===== config.mk =====
export PLATFORM = sky130hd
export DESIGN_NAME = uart_tx
export DESIGN_NICKNAME = d
export VERILOG_FILES = /design/src/rtl/uart_pkg.sv /design/src/rtl/uart_baud_gen.sv /design/src/rtl/uart_tx.sv
export SDC_FILE = /design/constraint.sdc
export NUM_CORES = 1
export LEC_CHECK = 0
export BUFFER_PORTS_ARGS = -buffer_cell sky130_fd_sc_hd__buf_2
export CORE_UTILIZATION = 50
export DETAILED_ROUTE_END_ITERATION = 12
export PLACE_DENSITY = 0.68
export SLEW_MARGIN = 10
export SYNTH_ARGS = -nofsm -noshare
export SYNTH_HDL_FRONTEND = slang
export SYNTH_SLANG_ARGS = --single-unit

===== constraint.sdc =====
create_clock -name clk_i -period 1.8 [get_ports clk_i]
set_input_delay 0.27 -clock clk_i [delete_from_list [all_inputs] [get_ports clk_i]]
set_output_delay 0.27 -clock clk_i [all_outputs]
set_load 0.01 [all_outputs]

===== src/rtl/uart_pkg.sv =====
// Shared UART types, default constants and parity helper.
// Parity support in uart_tx is enabled by defining UART_TX_PARITY_EN.
package uart_pkg;

    typedef enum logic [2:0] {
        IDLE   = 3'd0,
        REQ    = 3'd1,
        LOAD   = 3'd2,
        START  = 3'd3,
        DATA   = 3'd4,
        PARITY = 3'd5,
        STOP   = 3'd6
    } tx_state_e;

    localparam int DEFAULT_CLKS_PER_BIT = 868;
    localparam int DEFAULT_DATA_BITS    = 8;
    localparam int MAX_DATA_BITS        = 9;

    // Even parity: result makes the total count of ones (payload + parity) even.
    function automatic logic even_parity(input logic [MAX_DATA_BITS-1:0] data);
        return ^data;
    endfunction

endpackage


===== src/rtl/uart_baud_gen.sv =====
// Bit-period counter: one-cycle tick at each bit boundary, restartable via clr_i.
// Shared by uart_tx and uart_rx.
module uart_baud_gen
    import uart_pkg::*;
#(
    parameter int ClksPerBit = DEFAULT_CLKS_PER_BIT
) (
    input  logic clk_i,
    input  logic rst_ni,
    input  logic clr_i,
    output logic tick_o
);

    localparam int CntW = $clog2(ClksPerBit);
    localparam logic [CntW-1:0] LAST_CNT     = CntW'(ClksPerBit - 1);
    localparam logic [CntW-1:0] PRE_LAST_CNT = CntW'(ClksPerBit - 2);

    logic [CntW-1:0] cnt_r;
    logic            tick_r;

    // Tick is registered one cycle early so it is high while the counter sits at its last value.
    always_ff @(posedge clk_i or negedge rst_ni) begin
        if (!rst_ni) begin
            cnt_r  <= '0;
            tick_r <= 1'b0;
        end else if (clr_i) begin
            cnt_r  <= '0;
            tick_r <= 1'b0;
        end else if (cnt_r == LAST_CNT) begin
            cnt_r  <= '0;
            tick_r <= 1'b0;
        end else begin
            cnt_r  <= cnt_r + 1'b1;
            tick_r <= (cnt_r == PRE_LAST_CNT);
        end
    end

    assign tick_o = tick_r;

endmodule


===== src/rtl/uart_tx.sv =====
// UART transmitter: pops bytes from the TX FIFO and sends LSB-first 8N1 frames on tx_o.
// Define UART_TX_PARITY_EN to insert an even-parity bit after the data bits.
module uart_tx
    import uart_pkg::*;
#(
    parameter int DataBits   = DEFAULT_DATA_BITS,
    parameter int ClksPerBit = DEFAULT_CLKS_PER_BIT,
    parameter int StopBits   = 1
) (
    input  logic                clk_i,
    input  logic                rst_ni,
    input  logic                tx_en_i,
    input  logic                fifo_empty_i,
    input  logic [DataBits-1:0] fifo_rd_data_i,
    output logic                fifo_rd_en_o,
    output logic                tx_o,
    output logic                busy_o
);

    localparam int BitCntW = $clog2(DataBits + 1);
    localparam logic [BitCntW-1:0] LAST_DATA_BIT = BitCntW'(DataBits - 1);
    localparam logic [BitCntW-1:0] LAST_STOP_BIT = BitCntW'(StopBits - 1);

    tx_state_e           state_r;
    logic [DataBits-1:0] shift_r;
    logic [BitCntW-1:0]  bit_cnt_r;
    logic                tx_r;
    logic                rd_en_r;
    logic                busy_r;
    logic                baud_clr_s;
    logic                baud_tick_s;
`ifdef UART_TX_PARITY_EN
    logic                parity_r;
`endif

    // The bit period restarts exactly on the edge the start bit is driven.
    assign baud_clr_s = (state_r == LOAD);

    uart_baud_gen #(
        .ClksPerBit(ClksPerBit)
    ) u_baud_gen (
        .clk_i (clk_i),
        .rst_ni(rst_ni),
        .clr_i (baud_clr_s),
        .tick_o(baud_tick_s)
    );

    // Frame sequencer; every output is driven from a register.
    always_ff @(posedge clk_i or negedge rst_ni) begin
        if (!rst_ni) begin
            state_r   <= IDLE;
            shift_r   <= '0;
            bit_cnt_r <= '0;
            tx_r      <= 1'b1;
            rd_en_r   <= 1'b0;
            busy_r    <= 1'b0;
`ifdef UART_TX_PARITY_EN
            parity_r  <= 1'b0;
`endif
        end else begin
            case (state_r)
                IDLE: begin
                    if (tx_en_i && !fifo_empty_i) begin
                        state_r <= REQ;
                        rd_en_r <= 1'b1;
                        busy_r  <= 1'b1;
                    end else begin
                        rd_en_r <= 1'b0;
                        busy_r  <= 1'b0;
                    end
                end
                REQ: begin
                    rd_en_r <= 1'b0;
                    state_r <= LOAD;
                end
                // Byte was popped, so it is sent even if tx_en_i has dropped meanwhile.
                LOAD: begin
                    shift_r <= fifo_rd_data_i;
                    tx_r    <= 1'b0;
                    state_r <= START;
`ifdef UART_TX_PARITY_EN
                    parity_r <= even_parity(MAX_DATA_BITS'(fifo_rd_data_i));
`endif
                end
                START: begin
                    if (baud_tick_s) begin
                        tx_r      <= shift_r[0];
                        bit_cnt_r <= '0;
                        state_r   <= DATA;
                    end
                end
                DATA: begin
                    if (baud_tick_s) begin
                        if (bit_cnt_r == LAST_DATA_BIT) begin
                            bit_cnt_r <= '0;
`ifdef UART_TX_PARITY_EN
                            tx_r      <= parity_r;
                            state_r   <= PARITY;
`else
                            tx_r      <= 1'b1;
                            state_r   <= STOP;
`endif
                        end else begin
                            shift_r   <= shift_r >> 1;
                            tx_r      <= shift_r[1];
                            bit_cnt_r <= bit_cnt_r + 1'b1;
                        end
                    end
                end
`ifdef UART_TX_PARITY_EN
                PARITY: begin
                    if (baud_tick_s) begin
                        tx_r      <= 1'b1;
                        bit_cnt_r <= '0;
                        state_r   <= STOP;
                    end
                end
`endif
                STOP: begin
                    if (baud_tick_s) begin
                        if (bit_cnt_r == LAST_STOP_BIT) begin
                            state_r <= IDLE;
                            busy_r  <= 1'b0;
                        end else begin
                            bit_cnt_r <= bit_cnt_r + 1'b1;
                        end
                    end
                end
                default: begin
                    state_r <= IDLE;
                    tx_r    <= 1'b1;
                    rd_en_r <= 1'b0;
                    busy_r  <= 1'b0;
                end
            endcase
        end
    end

    assign fifo_rd_en_o = rd_en_r;
    assign tx_o         = tx_r;
    assign busy_o       = busy_r;

endmodule


==> results of run 1 <==
## power by group through the flow
stage | registers, mW | clock network [mW] | logic [mW]
after global routing | 0.667 | 0.417 | 0.0462
after CTS | 0.666 | 0.394 | 0.0409
after floorplan | 0.677 | 0 | 0.0124
after detailed placement | 0.678 | 0 | 0.0390
final | 0.665 | 0.379 | 0.0393
after global placement | 0.678 | 0 | 0.0367
## state kept, by name, indices dropped and copies added (netlist names)
name / flops
fifo_rd_en_o: 1
state_r: 3
tx_o: 1
u_baud_gen.cnt_r: 10
busy_o: 1
shift_r: 8
u_baud_gen.tick_o: 1
bit_cnt_r: 4
## metrics by stage
| step | utilization (%) | instance area (um^2) | TNS [ns] |
|---|---|---|---|
| 2_1_floorplan | - | 1500 | 0 |
| 4_1_cts | 59.8 | 1680 | 0 |
| 5_1_grt | 60.3 | 1690 | 0 |
| 3_3_place_gp | 57.4 | 1610 | -0.660 |
| 6_report | 60.3 | 1690 | 0 |
| 3_5_place_dp | 57.4 | 1610 | -1.46 |
## layout make-up
class | count | area share, %
inverters | 9 | 2.00
clock buffers | 6 | 2.44
well taps | 31 | 2.29
clock inverters | 2 | 0.591
repair buffers | 20 | 6.95
multi-input cells | 108 | 42.8
flip-flops and latches | 29 | 42.9
## critical path, delay by kind of cell, from the launching register on
family,cells,cell delay (ns)
adder cells (fa/ha/maj),1,0.20
AO/OA/AOI/OAI,1,0.17
buffers and inverters,2,0.17
flip-flops,1,0.36
AND/OR/NAND/NOR,3,0.71
## layout by cell type (no fill, tap or decap), types with 2 or more instances in the layout
| cell | Yosys | routed |
|---|---|---|
| clkinv_2 | 0 | 2 |
| nand2_1 | 16 | 16 |
| a31oi_1 | 3 | 2 |
| buf_2 | 2 | 14 |
| xnor2_1 | 6 | 6 |
| nor3_1 | 4 | 4 |
| o31ai_1 | 2 | 2 |
| clkbuf_4 | 0 | 5 |
| buf_4 | 4 | 5 |
| nor3b_1 | 3 | 3 |
| dfrtp_1 | 28 | 28 |
| ha_1 | 4 | 4 |
| mux2i_1 | 7 | 7 |
| inv_1 | 9 | 9 |
| nor2_1 | 12 | 12 |
| nor2b_1 | 3 | 3 |
| o21ai_0 | 10 | 10 |
| nand3_1 | 8 | 8 |
| a21oi_1 | 2 | 2 |
| xor2_1 | 2 | 2 |
| o21bai_1 | 2 | 2 |
| a21o_1 | 2 | 2 |
| nand2b_1 | 2 | 2 |
| nand4bb_1 | 2 | 2 |
## what timing repair did
| item | 4_1_cts | 5_1_grt |
|---|---|---|
| cloned | 0 | 0 |
| endpoints found under the setup margin | 8 | 15 |
| resized for setup | 1 | 3 |
| hold buffers | 1 | 0 |
| hold endpoints to repair | 28 | 0 |
## cell families (layout without fill, tap and decap cells)
kind of cell | count (synthesis) | after routing | synth area share [%]
AND/OR/NAND/NOR | 60 | 60 | 21.1
AO/OA/AOI/OAI | 28 | 28 | 12.2
adder cells (fa/ha/maj) | 4 | 4 | 3.33
flip-flops | 29 | 29 | 48.4
buffers and inverters | 15 | 37 | 4.91
XOR/XNOR | 8 | 8 | 4.66
multiplexers | 8 | 8 | 5.41
## metal layers
layer	part of all wire (%)	GRT usage (%)
met2	48	32.3
met4	2.4	9.06
met3	2.7	5.07
met5	0	0
met1	47	25.6
## worst max-delay path by stage
stage                                to  depth (start not counted)                startpoint
6_report       bit_cnt_r[3]$_DFFE_PN0P_                          7  bit_cnt_r[0]$_DFFE_PN0P_
5_1_grt          shift_r[1]$_DFFE_PN0P_                          4  bit_cnt_r[1]$_DFFE_PN0P_
4_1_cts        bit_cnt_r[0]$_DFFE_PN0P_                          7  bit_cnt_r[0]$_DFFE_PN0P_
3_5_place_dp     shift_r[3]$_DFFE_PN0P_                          4  bit_cnt_r[1]$_DFFE_PN0P_
3_3_place_gp     shift_r[4]$_DFFE_PN0P_                          4  bit_cnt_r[1]$_DFFE_PN0P_
2_1_floorplan  bit_cnt_r[3]$_DFFE_PN0P_                          5  bit_cnt_r[0]$_DFFE_PN0P_
==> flow_metrics.env, run 1 <==
export IMPL_worst_pin_slew_ns=0.640
export IMPL_ys_seq_area_share_pct=48.4
export IMPL_cts_tree="yes"
export IMPL_p_int_uw=826
export IMPL_dpl_cell_count=196
export IMPL_fill_cells=248
export IMPL_die_area_mm2=0.00323
export IMPL_cts_sinks=29
export IMPL_grt_max_degree=30
export IMPL_drive_gt1_share_pct=19.5
export IMPL_grt_pass1_vias=1145
export IMPL_row_count=19
export IMPL_clock_latency_ns=0.32
export IMPL_required_ns=2.06
export IMPL_syn_area_mm2=0.00150
export IMPL_p_clk_share_pct=35.0
export IMPL_cts_made_buffers=5
export IMPL_r2r_cells=7
export IMPL_yosysMostFrequentCell="dfrtp_1"
export IMPL_synth_area_leaders="dfrtp_1, mux2i_1, nand2_1"
export IMPL_clkTransAtPathRegs_ns=0.10
export IMPL_core_region_area_mm2=0.00281
export IMPL_worstHoldStart="fifo_rd_data_i[7]"
export IMPL_worst_setup_path_type="reg -> reg"
export IMPL_regArea_um2=727
export IMPL_crit_path_cell_trace="buf_4 -> inv_1 -> ha_1 -> nand4bb_1 -> a31oi_2 -> or4_1 -> nand3_1"
export IMPL_p_per_area_mw_per_mm2=640
export IMPL_io_buffers=14
export IMPL_grt_use_total_pct=20.1
export IMPL_firstDrtPassIters=4
export IMPL_yosysTopAreaCellShare_pct=46.6
export IMPL_p_leak_nw=0.764
export IMPL_drt_initial_drc_count=27
export IMPL_areaGrowthSynthToFinish_pct=12.7
export IMPL_antenna_found_initial=0
export IMPL_hp_class="in -> reg"
export IMPL_crit_fanout=6
export IMPL_initial_core_util_pct=53.6
export IMPL_multi_input_comb_area_um2=724
export IMPL_post_route_period_util_pct=92.8
export IMPL_yosys_warnings=0
export IMPL_globalplace_congestion=0.835
export IMPL_syn_area_per_cell_um2=9.89
export IMPL_timing_slew_headroom_pct=57.4
export IMPL_min_path_cells=2
export IMPL_status="finished clean"
export IMPL_reg2reg_slack_ns=0.13
export IMPL_synthCells=152
export IMPL_cts_htree_levels=2
export IMPL_cts_setup_buffers=0
export IMPL_layout_min_cycle_time_ns=1.67
export IMPL_fmax_mhz=599
export IMPL_fin_cells=205
export IMPL_route_vias_total=1137
export IMPL_maxCapViolCount=0
export IMPL_critPathLaunchType="register"
export IMPL_dieWidth_um=56.8
export IMPL_n_antenna_cell=0
export IMPL_finalClockSkew_ns=0.0115
export IMPL_yosysTopAreaCell="dfrtp_1"
export IMPL_synth_edff_count=0
export IMPL_rsz0062_at_grt="false"
export IMPL_overflow=0
export IMPL_end_kind="register"
export IMPL_grt_pass1_wl_mm=4.96
export IMPL_pwr_share_seq_pct=61.4
export IMPL_power_total_mw=1.08
export IMPL_vias_per_cell=5.55
export IMPL_critical_path_max_stage_delay_ns=0.44
export IMPL_peakVddDrop_mv=0.792
export IMPL_ys_seq_elements=29
export IMPL_drc_errors=0
export IMPL_holdWs_ns=0.178
export IMPL_postSynthNetCount=168
export IMPL_ios=15
export IMPL_min_to="shift_r[7]$_DFFE_PN0P_"
export IMPL_clockBufferDepth=2
export IMPL_dp_slack_ns=-0.221
export IMPL_r2r_start="bit_cnt_r[0]$_DFFE_PN0P_"
export IMPL_nets=189
export IMPL_critical_path_arrival_ns=1.93
export IMPL_async_flop_share_pct=100
export IMPL_clk_root_buffer_cell="clkbuf_4"
export IMPL_hpwl_mm=1.94
export IMPL_synthFlopType="dfrtp_1"
export IMPL_finalMaxSlewViolations=0
export IMPL_synth_cell_types=41
export IMPL_wl_per_cell_um=13.4
export IMPL_slowest_stage="or4_1"
export IMPL_finalSetupViolations=0
export IMPL_drt_total_wl_mm=2.76
export IMPL_comb_power_share_pct=3.6
export IMPL_switching_share_pct=23.7
export IMPL_finalHoldViolations=0
export IMPL_p_sw_uw=257
export IMPL_r2r_end="bit_cnt_r[3]$_DFFE_PN0P_"
export IMPL_synth_common_cells="dfrtp_1, nand2_1, nor2_1, o21ai_0, inv_1"
export IMPL_die_y_um=56.8
export IMPL_layout_setup_ws_ns=0.130
export IMPL_ant_nets=0
Power figures use the tool's default switching activity.
==> run 2, diff against run 1 <==
--- a/config.mk
+++ b/config.mk
@@ -10,2 +10,3 @@
 export DETAILED_ROUTE_END_ITERATION = 12
+export GPL_TIMING_DRIVEN = 0
 export PLACE_DENSITY = 0.68
@@ -14,2 +15,3 @@
 export SYNTH_HDL_FRONTEND = slang
+export SYNTH_HIERARCHICAL = 1
 export SYNTH_SLANG_ARGS = --single-unit
==> constraint.sdc (replaced) <==
create_clock -name clk_i -period 1.8 [get_ports clk_i]
set_input_delay 0.09 -clock clk_i [delete_from_list [all_inputs] [get_ports clk_i]]
set_output_delay 0.09 -clock clk_i [all_outputs]
set_load 0.01 [all_outputs]
==> run 2 against run 1 <==
Compared with the run above:
- via count is 9.7% higher
- design area is 8.1% higher
- first-iteration DRC count increased by 93%
- sequential power increased by 38%
- critical endpoint is now bit_cnt_r[1]$_DFFE_PN0P_
- largest cell class is now multi-input combinational cells
- largest power group unchanged
==> flow_metrics.env, run 2 <==
export IMPL_yosysTopAreaCell="dfrtp_1"
export IMPL_min_to="shift_r[6]$_DFFE_PN0P_"
export IMPL_critical_path_max_stage_delay_ns=0.41
export IMPL_p_clk_share_pct=27.3
export IMPL_die_area_mm2=0.00345
export IMPL_post_route_period_util_pct=87.5
export IMPL_firstDrtPassIters=4
export IMPL_nets=200
export IMPL_switching_share_pct=30.9
export IMPL_yosys_warnings=6
export IMPL_core_region_area_mm2=0.00305
export IMPL_r2r_cells=6
export IMPL_p_sw_uw=519
export IMPL_r2r_end="bit_cnt_r[1]$_DFFE_PN0P_"
export IMPL_holdWs_ns=0.0664
export IMPL_cts_setup_buffers=0
export IMPL_min_path_cells=3
export IMPL_grt_pass1_wl_mm=5.35
export IMPL_place_area_mm2=0.00173
export IMPL_hpwl_mm=2.13
export IMPL_reg_top3="u_baud_gen/cnt_r: 10 flops, shift_r: 8 flops, bit_cnt_r: 4 flops"
export IMPL_drt_initial_drc_count=52
export IMPL_yosysMostFrequentCell="dfrtp_1"
export IMPL_finalSetupViolations=0
export IMPL_antenna_found_initial=0
export IMPL_peakVddDrop_mv=0.658
export IMPL_wl_per_cell_um=13.4
export IMPL_timing_slew_headroom_pct=58.2
export IMPL_maxCapViolCount=0
export IMPL_areaGrowthSynthToFinish_pct=13.8
export IMPL_die_y_um=58.7
export IMPL_final_cell_mix="dfrtp_1, buf_2, nor2_1, mux2i_1, inv_1"
export IMPL_async_flop_share_pct=100
export IMPL_synthFlopType="dfrtp_1"
export IMPL_syn_area_per_cell_um2=9.99
export IMPL_crit_buf_inv=1
export IMPL_fin_setup_tns_ns=0
export IMPL_route_vias_total=1247
export IMPL_finalHoldViolations=0
export IMPL_n_antenna_cell=0
export IMPL_final_common_cell="dfrtp_1"
export IMPL_dieWidth_um=58.7
export IMPL_syn_area_mm2=0.00161
export IMPL_drive_gt1_share_pct=20.5
export IMPL_synth_common_cells="dfrtp_1, nor2_1, mux2i_1, inv_1"
export IMPL_grt_max_degree=30
export IMPL_power_total_mw=1.68
export IMPL_clk_root_buffer_cell="clkbuf_4"
export IMPL_layout_min_cycle_time_ns=1.58
export IMPL_crit_family="compound AO/OA/AOI/OAI gates"
export IMPL_r2r_start="bit_cnt_r[0]$_DFFE_PN0P_"
export IMPL_grt_use_total_pct=21.3
export IMPL_initial_core_util_pct=52.7
export IMPL_largest_register_ff_count=10
export IMPL_design_area_mm2=0.00183
export IMPL_drt_total_wl_mm=3.06
export IMPL_ys_seq_elements=29
export IMPL_synth_area_leaders="dfrtp_1, mux2i_1, nor2_1"
export IMPL_p_per_area_mw_per_mm2=917
export IMPL_required_ns=2.02
export IMPL_reg2reg_slack_ns=0.22
export IMPL_crit_path_cell_trace="inv_1 -> ha_1 -> nor4bb_2 -> o21ai_1 -> o211ai_1 -> o22ai_1"
export IMPL_pwr_share_seq_pct=54.5
export IMPL_vias_per_cell=5.45
export IMPL_synth_edff_count=0
export IMPL_p_int_mw=1.16
export IMPL_yosysTopAreaCellShare_pct=43.5
export IMPL_largest_register="u_baud_gen/cnt_r"
export IMPL_critPathLaunchType="register"
export IMPL_crit_fanout=3
export IMPL_end_kind="register"
export IMPL_clockBufferDepth=2
export IMPL_ant_nets=0
export IMPL_synth_cell_types=45
export IMPL_postSynthNetCount=177
export IMPL_grt_pass1_vias=1221
export IMPL_comb_power_share_pct=18.2
export IMPL_worst_pin_slew_ns=0.627
export IMPL_rsz0062_at_grt="false"
export IMPL_critPathLaunch="bit_cnt_r[0]$_DFFE_PN0P_"
export IMPL_critical_path_arrival_ns=1.79
export IMPL_worst_setup_path_type="reg -> reg"
export IMPL_finalClockSkew_ns=0.00936
export IMPL_status="finished clean"
export IMPL_clock_latency_ns=0.34
export IMPL_cts_tree="yes"
export IMPL_cts_made_buffers=5
export IMPL_row_count=20
export IMPL_slowest_stage="dfrtp_1"
export IMPL_ios=15
export IMPL_fmax_mhz=635
export IMPL_finalMaxSlewViolations=0
export IMPL_clkTransAtPathRegs_ns=0.10
export IMPL_p_leak_nw=0.785
export IMPL_fill_cells=279
export IMPL_ys_seq_area_share_pct=45.2
export IMPL_cts_sinks=29
export IMPL_overflow=0
export IMPL_synthCells=161
export IMPL_worstHoldStart="fifo_rd_data_i[6]"
export IMPL_drc_errors=0
export IMPL_globalplace_congestion=0.781
export IMPL_io_buffers=14
export IMPL_hp_class="in -> reg"
export IMPL_cts_htree_levels=2
==> run 2: worst max-delay path by stage <==
stage	end	slack, ns	depth (start not counted)
after floorplan	bit_cnt_r[1]$_DFFE_PN0P_	0.36	6
after CTS	bit_cnt_r[1]$_DFFE_PN0P_	0.12	6
final	bit_cnt_r[1]$_DFFE_PN0P_	0.22	6
after global placement	bit_cnt_r[1]$_DFFE_PN0P_	0.18	6
after global routing	bit_cnt_r[1]$_DFFE_PN0P_	0.06	6
after detailed placement	bit_cnt_r[1]$_DFFE_PN0P_	0.14	6
==> run 2: tightest hold or removal path, stage by stage <==
cell       delay, ns
buf_2           0.08
mux2i_1         0.07
a2bb2oi_1       0.12
==> run 2: metrics by stage <==
| stage | util, % | setup WS [ns] | std cells |
|---|---|---|---|
| 2_1_floorplan | - | 0.356 | 161 |
| 3_3_place_gp | 56.8 | 0.180 | 219 |
| 3_5_place_dp | 56.8 | 0.145 | 219 |
| 4_1_cts | 59.8 | 0.119 | 229 |
| 5_1_grt | 60.0 | 0.0585 | 229 |
| 6_report | 60.0 | 0.224 | 229 |
==> run 2: per-layer routing <==
layer  up-vias  GRT usage [%]  part of all wire [%]
met1       587           26.0                    48
met3         4           8.13                   3.8
met5         -              0                     0
met4         0           9.52                  0.88
li1        638              -                     -
met2        18           33.4                    47
==> run 2: cell families (layout without fill, tap and decap cells) <==
logic type / count (synthesis) / in the layout / share of synthesized area [%]
adders and majority gates: 4 / 4 / 3.11
and+or+nand+nor: 59 / 59 / 21.3
muxes: 11 / 11 / 6.92
AOI/OAI and AO/OA: 40 / 40 / 17.6
DFF: 29 / 29 / 45.2
buffers and inverters: 15 / 39 / 4.28
xor gates and xnor gates: 3 / 3 / 1.63
==> run 2: layout make-up <==
class,count,area [um^2],area share (%)
plain buffers,6,35.0,1.91
clock buffers,7,65.1,3.55
clock inverters,1,5.00,0.273
inverters,9,33.8,1.85
multi-input cells,117,820,44.8
flip-flops and latches,29,727,39.7
well taps,44,55.1,3.01
repair buffers,16,90.1,4.92
==> run 2: timing repair <==
item / 4_1_cts / 5_1_grt
gates resized for setup: 0 / 1
hold buffers: 2 / 0
hold endpoints to repair: 29 / 0
setup endpoints to repair: 0 / 2
==> run 2: power by group through the flow <==
stage	clock, mW	combinational (mW)	sequential [mW]
floorplan	0	0.221	0.903
CTS	0.482	0.311	0.915
finish	0.459	0.305	0.915
global route	0.511	0.352	0.934
detailed placement	0	0.306	0.924
global placement	0	0.290	0.921
==> run 3, diff against run 2 <==
- BUFFER_PORTS_ARGS: -buffer_cell sky130_fd_sc_hd__buf_2 -> -buffer_cell sky130_fd_sc_hd__buf_4
==> run 3 against run 2 <==
Compared with the run above:
- fmax about the same
- first-iteration DRC count shrank 3.8%
- utilization is 1.6 points higher
- design area grew 2.7%
- worst setup slack about the same
- via count grew 4.3%
- non-clock buffer count is the same
- cell count did not move
- sequential share of layout area shrank 1.1 points
- clock skew grew 0.0012 ns
- clock power increased by 23%
- sequential cell count unchanged
==> flow_metrics.env, run 3 (same netlist as run 2, synthesis figures left out) <==
export IMPL_hpwl_mm=2.17
export IMPL_grt_use_total_pct=21.1
export IMPL_final_cell_mix="dfrtp_1, nor2_1, buf_4, mux2i_1, inv_1"
export IMPL_drt_initial_drc_count=50
export IMPL_io_buffers=14
export IMPL_ant_nets=0
export IMPL_cts_htree_levels=2
export IMPL_hp_class="in -> reg"
export IMPL_finalMaxSlewViolations=0
export IMPL_core_region_area_mm2=0.00305
export IMPL_finalClockSkew_ns=0.0106
export IMPL_required_ns=2.07
export IMPL_maxCapViolCount=0
export IMPL_slowest_stage="dfrtp_1"
export IMPL_grt_max_degree=30
export IMPL_drt_total_wl_mm=3.14
export IMPL_switching_share_pct=28.8
export IMPL_p_per_area_mw_per_mm2=954
export IMPL_cts_sinks=29
export IMPL_fin_util_pct=61.6
export IMPL_p_leak_nw=0.800
export IMPL_wl_met1_mm=1.46
export IMPL_overflow=0
export IMPL_finalSetupViolations=0
export IMPL_largest_register="u_baud_gen/cnt_r"
export IMPL_row_count=20
export IMPL_antenna_found_initial=0
export IMPL_wl_met3_um=120
export IMPL_cts_made_buffers=5
export IMPL_worst_pin_slew_ns=0.418
export IMPL_crit_buf_inv=1
export IMPL_p_sw_uw=517
export IMPL_nets=200
export IMPL_comb_power_share_pct=17.6
export IMPL_worst_setup_path_type="reg -> reg"
export IMPL_ios=15
export IMPL_grt_pass1_wl_mm=5.45
export IMPL_drc_errors=0
export IMPL_critPathLaunchType="register"
export IMPL_routed_top_layer="met4"
export IMPL_areaGrowthSynthToFinish_pct=16.9
export IMPL_die_area_mm2=0.00345
export IMPL_reg2reg_slack_ns=0.22
export IMPL_crit_family="multiplexers"
export IMPL_final_common_cell="dfrtp_1"
export IMPL_fill_cells=262
export IMPL_reg_top3="u_baud_gen/cnt_r: 10 flops, shift_r: 8 flops, bit_cnt_r: 4 flops"
export IMPL_initial_core_util_pct=52.7
export IMPL_grt_pass1_vias=1251
export IMPL_wl_met2_mm=1.50
export IMPL_n_antenna_cell=0
export IMPL_p_int_mw=1.28
export IMPL_rsz0062_at_grt="false"
export IMPL_drive_gt1_share_pct=20.0
export IMPL_clk_root_buffer_cell="clkbuf_4"
export IMPL_firstDrtPassIters=4
export IMPL_clock_latency_ns=0.33
export IMPL_timing_slew_headroom_pct=72.0
export IMPL_dieWidth_um=58.7
export IMPL_vias_per_cell=5.68
export IMPL_fin_setup_tns_ns=0
export IMPL_critical_path_max_stage_delay_ns=0.40
export IMPL_route_vias_total=1300
export IMPL_globalplace_congestion=0.759
export IMPL_clockBufferDepth=2
export IMPL_critical_path_arrival_ns=1.84
export IMPL_crit_fanout=10
export IMPL_largest_register_ff_count=10
export IMPL_finalHoldViolations=0
export IMPL_peakVddDrop_mv=0.672
export IMPL_end_kind="register"
export IMPL_pwr_share_seq_pct=51.1
export IMPL_die_y_um=58.7
export IMPL_status="finished clean"
export IMPL_post_route_period_util_pct=87.5
export IMPL_layout_min_cycle_time_ns=1.58
export IMPL_clkTransAtPathRegs_ns=0.10
export IMPL_wl_per_cell_um=13.7
export IMPL_cts_tree="yes"
export IMPL_fmax_mhz=635
export IMPL_crit_path_cell_trace="buf_2 -> nor2b_1 -> mux2i_1 -> o31ai_1 -> mux2_1"
export IMPL_p_clk_share_pct=31.4
run 3: layout make-up:
class | instances | area [um^2] | area share [%]
Timing Repair Buffer | 16 | 125 | 6.65
Buffer | 6 | 35.0 | 1.86
Sequential cell | 29 | 727 | 38.7
Clock inverter | 1 | 30.0 | 1.60
Inverter | 9 | 33.8 | 1.80
Tap cell | 44 | 55.1 | 2.93
Clock buffer | 7 | 55.1 | 2.93
Multi-Input combinational cell | 117 | 820 | 43.6
run 3: tightest hold or removal path, stage by stage:
cell	delay, ns
buf_4	0.08
mux2i_1	0.07
a21oi_1	0.14
run 3: path summary, 6_finish.rpt:
kind | startpoint | to | cells past startpoint
setup / recovery | state_r[0]$_DFFE_PN0P_ | tx_o$_DFFE_PN1P_ | 5
setup reg to reg | state_r[0]$_DFFE_PN0P_ | tx_o$_DFFE_PN1P_ | 5
min in group asynchronous | rst_ni | u_baud_gen/cnt_r[7]$_DFF_PN0_ | 2
max in group asynchronous | rst_ni | tx_o$_DFFE_PN1P_ | 2
hold / removal | fifo_rd_data_i[1] | shift_r[1]$_DFFE_PN0P_ | 3
hold reg to reg | u_baud_gen/cnt_r[0]$_DFF_PN0_ | u_baud_gen/cnt_r[0]$_DFF_PN0_ | 1
run 3: per-stage QoR:
step | cell area (um^2) | setup WS (ns) | std cells | hold WS (ns) | total power, mW
2_1_floorplan | 1610 | 0.356 | 161 | -0.206 | 1.12
3_3_place_gp | 1770 | 0.200 | 219 | 0.0316 | 1.23
3_5_place_dp | 1770 | 0.166 | 219 | 0.0344 | 1.24
4_1_cts | 1870 | 0.151 | 229 | 0.0743 | 1.81
5_1_grt | 1880 | 0.0932 | 229 | 0.100 | 1.91
6_report | 1880 | 0.224 | 229 | 0.0807 | 1.79
run 3: what timing repair did:
item / CTS / global route
endpoints found under the setup margin: 0 / 2
buffers inserted: 0 / 0
resized for setup: 0 / 1
hold buffers: 2 / 0
hold endpoints to repair: 30 / 0
run 3: power groups by stage:
stage               Clock (mW)  Sequential [mW]  Combinational (mW)
floorplan                    0            0.903               0.221
global placement             0            0.922               0.304
detailed placement           0            0.925               0.312
CTS                      0.575            0.914               0.319
global route             0.613            0.935               0.363
finish                   0.563            0.916               0.315
run 3: routing by layer:
layer / GRT usage [%] / up-vias
met2: 32.0 / 29
met5: 0 / -
li1: - / 635
met3: 5.71 / 7
met1: 27.3 / 629
met4: 11.9 / 0
